--- src/rtl/completion_buffer.sv ---
// Completion buffer: four per-source result FIFOs, round-robin drained two per cycle
// into registered broadcast slots. Optional CMP_STATS_EN adds broadcast/stall counters.
module completion_buffer #(
  parameter int DEPTH = 4,
  parameter int TAG_W = 6
) (
  input  logic                 clk,
  input  logic                 rstn,
  input  logic [3:0]           src_valid,
  input  logic [127:0]         src_pc,
  input  logic [4*TAG_W-1:0]   src_tag,
  input  logic [127:0]         src_data,
  output logic [3:0]           src_ready,
  output logic [1:0]           cmp_valid,
  output logic [63:0]          cmp_pc,
  output logic [2*TAG_W-1:0]   cmp_tag,
  output logic [63:0]          cmp_data,
  output logic                 overflow
`ifdef CMP_STATS_EN
  ,
  output logic [31:0]          stat_bcast,
  output logic [31:0]          stat_stall
`endif
);

  localparam int AW = $clog2(DEPTH);
  localparam logic [AW:0] PTR_ONE = 1;

  logic [31:0]      pc_mem   [4][DEPTH];
  logic [TAG_W-1:0] tag_mem  [4][DEPTH];
  logic [31:0]      data_mem [4][DEPTH];
  logic [AW:0]      wr_ptr [4];
  logic [AW:0]      rd_ptr [4];

  logic [3:0]       full, empty, push, pop;
  logic [31:0]      head_pc   [4];
  logic [TAG_W-1:0] head_tag  [4];
  logic [31:0]      head_data [4];

  logic [1:0] rr_ptr, rr_next, idx;
  logic [1:0] g_vld;
  logic [1:0] g_src0, g_src1;

  always_comb begin
    for (int i = 0; i < 4; i++) begin
      empty[i]     = (wr_ptr[i] == rd_ptr[i]);
      full[i]      = (wr_ptr[i][AW] != rd_ptr[i][AW]) &&
                     (wr_ptr[i][AW-1:0] == rd_ptr[i][AW-1:0]);
      head_pc[i]   = pc_mem[i][rd_ptr[i][AW-1:0]];
      head_tag[i]  = tag_mem[i][rd_ptr[i][AW-1:0]];
      head_data[i] = data_mem[i][rd_ptr[i][AW-1:0]];
    end
  end

  // Ready comes from registered occupancy only, so a same-cycle pop never raises it.
  assign src_ready = ~full;
  assign push      = src_valid & ~full;

  always_comb begin
    g_vld  = '0;
    g_src0 = '0;
    g_src1 = '0;
    pop    = '0;
    idx    = rr_ptr;
    for (int k = 0; k < 4; k++) begin
      idx = rr_ptr + 2'(k);
      if (!empty[idx]) begin
        if (!g_vld[0]) begin
          g_vld[0] = 1'b1;
          g_src0   = idx;
          pop[idx] = 1'b1;
        end else if (!g_vld[1]) begin
          g_vld[1] = 1'b1;
          g_src1   = idx;
          pop[idx] = 1'b1;
        end
      end
    end
    if (g_vld[1])      rr_next = g_src1 + 2'd1;
    else if (g_vld[0]) rr_next = g_src0 + 2'd1;
    else               rr_next = rr_ptr;
  end

  always_ff @(posedge clk) begin
    for (int i = 0; i < 4; i++) begin
      if (push[i]) begin
        pc_mem[i][wr_ptr[i][AW-1:0]]   <= src_pc[32*i +: 32];
        tag_mem[i][wr_ptr[i][AW-1:0]]  <= src_tag[TAG_W*i +: TAG_W];
        data_mem[i][wr_ptr[i][AW-1:0]] <= src_data[32*i +: 32];
      end
    end
  end

  always_ff @(posedge clk or negedge rstn) begin
    if (!rstn) begin
      for (int i = 0; i < 4; i++) begin
        wr_ptr[i] <= '0;
        rd_ptr[i] <= '0;
      end
      rr_ptr    <= '0;
      cmp_valid <= '0;
      cmp_pc    <= '0;
      cmp_tag   <= '0;
      cmp_data  <= '0;
      overflow  <= 1'b0;
    end else begin
      for (int i = 0; i < 4; i++) begin
        if (push[i]) wr_ptr[i] <= wr_ptr[i] + PTR_ONE;
        if (pop[i])  rd_ptr[i] <= rd_ptr[i] + PTR_ONE;
      end
      rr_ptr    <= rr_next;
      cmp_valid <= g_vld;
      // Ungranted slots keep their payload; only the valid bit drops.
      if (g_vld[0]) begin
        cmp_pc[31:0]        <= head_pc[g_src0];
        cmp_tag[TAG_W-1:0]  <= head_tag[g_src0];
        cmp_data[31:0]      <= head_data[g_src0];
      end
      if (g_vld[1]) begin
        cmp_pc[63:32]           <= head_pc[g_src1];
        cmp_tag[2*TAG_W-1:TAG_W] <= head_tag[g_src1];
        cmp_data[63:32]         <= head_data[g_src1];
      end
      if (|(src_valid & ~src_ready)) overflow <= 1'b1;
    end
  end

`ifdef CMP_STATS_EN
  always_ff @(posedge clk or negedge rstn) begin
    if (!rstn) begin
      stat_bcast <= '0;
      stat_stall <= '0;
    end else begin
      stat_bcast <= stat_bcast + 32'(g_vld[0]) + 32'(g_vld[1]);
      if (|full) stat_stall <= stat_stall + 32'd1;
    end
  end
`endif

endmodule
--- config.mk ---
export PLATFORM = sky130hd
export DESIGN_NAME = completion_buffer
export DESIGN_NICKNAME = d
export VERILOG_FILES = /design/src/rtl/completion_buffer.sv
export SDC_FILE = /design/constraint.sdc
export NUM_CORES = 1
export LEC_CHECK = 0
export CAP_MARGIN = 20
export CORE_MARGIN = 1.5
export CORE_UTILIZATION = 58
export DETAILED_ROUTE_END_ITERATION = 6
export PLACE_DENSITY = 0.86
export SKIP_CTS_REPAIR_TIMING = 1
export SYNTH_ARGS = -nofsm -noshare
export SYNTH_HDL_FRONTEND = slang
export SYNTH_SLANG_ARGS = --single-unit
--- constraint.sdc ---
create_clock -name clk -period 4.2 [get_ports clk]
set_input_delay 0.42 -clock clk [delete_from_list [all_inputs] [get_ports clk]]
set_output_delay 0.42 -clock clk [all_outputs]
set_load 0.02 [all_outputs]
==> summary.md, run 1 <==
| Metric | Value |
|---|---|
| Status | `finished clean` |
| Clk_skew | `52.7 ps` |
| H-Tree Depth | `4` |
| Synthesis Warnings | `0` |
| Number of buffers created by CTS | `131` |
| Worst Tran Pin Value | `1170 ps` |
| DRC violations left | `0` |
| IO buf count | `432` |
| Die Width | `301 microns` |
| Sw Ratio | `0.392` |
| Routed wire per std cell | `33.7 microns` |
| Crit path from | `rr_ptr[1]` |
| GPL Wtd Cong | `0.894` |
| Skew-Pair Late Insertion Delay | `750 ps` |
| EDFF count, synth | `1120` |
| Worst setup SP type | `flop` |
| Fin. Hold Viols | `0` |
| Final Cycle Share | `0.928` |
| Unique masters post-synth | `57` |
| I/O pins | `433` |
| RSZ-0062 raised after global routing | `false` |
| Largest net degree at the start of global routing | `84` |
| Post-Syn Area per Cell | `20.0 sq um` |
| Combinational share of power | `0.476` |
| Clock Sink Count | `1289` |
| Setup crit end kind | `flop` |
| Die span in y | `301 microns` |
| Crit Path Class | `flop to flop` |
| Slew Limit Headroom | `0.217` |
| First-pass GRT wire length | `212 mm` |
| Starting density of the core | `0.585` |
| Async SR Flop Fraction | `0.131` |
| Number of global-route vias before repair | `31.5k` |
| Synthesized instance count | `2584` |
| Critical Path AT | `4470 ps` |
| Synthesized area | `51600 sq um` |
| Sequential fraction of the synthesis area | `0.733` |
| Tightest Hold Check Type | `input port to asynchronous set/reset pin` |
| Clock tree root buffer cell | `clkbuf_16` |
| Starting DRT DRC Count | `4279` |
| Setup violators final | `0` |
| Cell accounting for the most synthesized area | `edfxtp_1` |
| Antenna Nets Post-Route | `0` |
| Routed vias/inst | `6.91` |
| Syn-to-layout area delta | `20.1%` |
| Die ar. | `90800 sq um` |
| Non-Filler Instances | `4380` |
| Total GRT Usage | `0.329` |
| P_int | `35.7 mW` |
| Setup TNS | `0 ps` |
| Max cap viols | `0` |
| Clock share of power | `0.195` |
| Fmax achieved | `0.257 GHz` |
| Initial antenna violation count | `60` |
| Leading register cell type out of synthesis | `edfxtp_1` |
| DR vias | `30.3k` |
| Final Power | `58.7 mW` |
| Cell count of the worst reg-to-reg path | `9` |
| Drt pass-1 iters | `6` |
| Mapped Nets | `2898` |
| Longest Clk Path Bufs | `3` |
| Share of layout cells above drive strength 1 | `0.192` |
| Largest cells by area after synthesis | `edfxtp_1, mux4_2, dfrtp_1` |
| CP max FO | `16` |
| Nets | `3365` |
| Placed cell area | `57600 sq um` |
| Worst-path clk slew | `60 ps` |
| # placed instances | `4082` |
| Flop pwr share | `0.328` |
| Remaining global-route overflow | `0` |
| Placeable Area | `88200 sq um` |
| Post-synth top area share | `0.651` |
| Final WL | `147 mm` |
| Final Max Slew Viols | `0` |
| Worst R2R Start | `rr_ptr[1]` |
| DPL Wire Length | `87.7 mm` |
| Sw Pwr | `23.0 mW` |
| Crit path time final | `3900 ps` |
| Final instance area | `62000 sq um` |
| Pleak | `21.0 nW` |
| CTS tree | `built` |
| PwrDens | `946 nW/um^2` |
| Yosys reg bits | `1289` |
| Flop-to-flop setup slack | `300 ps` |
| Row count | `109` |
| Worst VDD drop | `1450 uV` |
| Critical Path RT | `4770 ps` |
-- path summary, 6_finish.rpt --
path	endpoint
max	cmp_data[37]
min	cmp_data[29]
max reg2reg	cmp_data[37]
min reg2reg	wr_ptr[8]
max in group asynchronous	cmp_pc[33]
min in group clk	data_mem[2][95]
-- synth_stat cells (23+ instances only) --
cell      count
nor2_1       82
ha_1         28
edfxtp_1   1120
a211oi_1    142
mux2_1       46
clkbuf_1    115
a22oi_1      68
mux2i_1     140
mux4_2      286
and3_1       85
xnor2_1      23
mux2_2       28
o31ai_1      67
buf_2        23
dfrtp_1     169
-- critical path, cell delays in order (launching register included) --
cell	delay [ps]
dfrtp_1	660
clkinv_1	180
ha_1	400
mux4_2	410
a2111oi_0	600
a211o_4	350
buf_4	360
mux2_1	360
a22oi_1	250
o31ai_1	140
-- stage by stage --
step	setup slack, ps	util	hold slack, ps
after floorplan	809	-	124
after global placement	570	0.653	473
after detailed placement	426	0.653	490
after CTS	342	0.701	-266
after global routing	113	0.703	299
final	302	0.703	303
-- metal layers --
metal / vias to the layer above / share of wire / GRT usage
li1: 11800 / - / -
met1: 15600 / 0.35 / 0.421
met2: 2363 / 0.49 / 0.512
met3: 479 / 0.12 / 0.0845
met4: 24 / 0.052 / 0.196
met5: - / 0.0011 / 0
-- registers in the layout, indices dropped and copies added, names as in the netlist --
| name | count |
|---|---|
| cmp_pc | 64 |
| wr_ptr | 12 |
| cmp_valid | 2 |
| data_mem | 512 |
| tag_mem | 96 |
| pc_mem | 512 |
| rr_ptr | 2 |
| cmp_data | 64 |
| overflow | 1 |
| cmp_tag | 12 |
| rd_ptr | 12 |
-- kinds of logic after synthesis --
group,after synthesis,share of synthesized area
compound gates,331,0.0479
buf+inv,182,0.0166
mux,500,0.168
xor+xnor,34,0.00577
simple gates,219,0.0217
fa+ha+maj,29,0.00698
flops,1289,0.733
-- area by class of cell --
type	instances	area (sq um)
clock buffers	181	3630
flip-flops and latches	1289	37900
fillers	5007	26200
well taps	1165	1460
repair buffers	500	5180
diodes	55	138
clock inverters	61	617
inverters	16	60.1
multi-input cells	1113	13100
-- placed cells by master (no fill, tap or decap), drive strengths merged, types with 8 or more instances in the layout --
| master | Yosys | final |
|---|---|---|
| nor3 | 8 | 8 |
| ha | 28 | 28 |
| o31ai | 67 | 67 |
| diode | 0 | 55 |
| inv | 15 | 21 |
| mux4 | 286 | 286 |
| nand2 | 18 | 18 |
| nor2 | 82 | 82 |
| xor2 | 11 | 11 |
| buf | 51 | 67 |
| mux2i | 140 | 140 |
| a211oi | 142 | 142 |
| a22oi | 68 | 68 |
| o21ai | 9 | 9 |
| clkinv | 1 | 49 |
| dfrtp | 169 | 169 |
| clkdlybuf4s50 | 0 | 431 |
| clkbuf | 115 | 182 |
| edfxtp | 1120 | 1120 |
| xnor2 | 23 | 23 |
| and3 | 85 | 85 |
| mux2 | 74 | 74 |
-- power by group through the flow --
stage | combinational (mW) | sequential [mW] | clock, mW
4_1_cts | 27.7 | 19.2 | 11.5
5_1_grt | 29.2 | 19.5 | 12.0
6_report | 28.0 | 19.3 | 11.5
3_3_place_gp | 25.8 | 19.2 | 0
2_1_floorplan | 17.3 | 19.8 | 0
3_5_place_dp | 27.2 | 19.4 | 0
(Power assumes the default switching activity.)
==> inputs of run 2 (changes only) <==
--- a/config.mk
+++ b/config.mk
@@ -11,6 +11,7 @@
 export DETAILED_ROUTE_END_ITERATION = 6
 export PLACE_DENSITY = 0.86
 export SKIP_CTS_REPAIR_TIMING = 1
+export SKIP_LAST_GASP = 1
 export SYNTH_ARGS = -nofsm -noshare
 export SYNTH_HDL_FRONTEND = slang
 export SYNTH_SLANG_ARGS = --single-unit
==> results of run 2 <==
Final layout, timing and power as in run 1 (identical DEF).
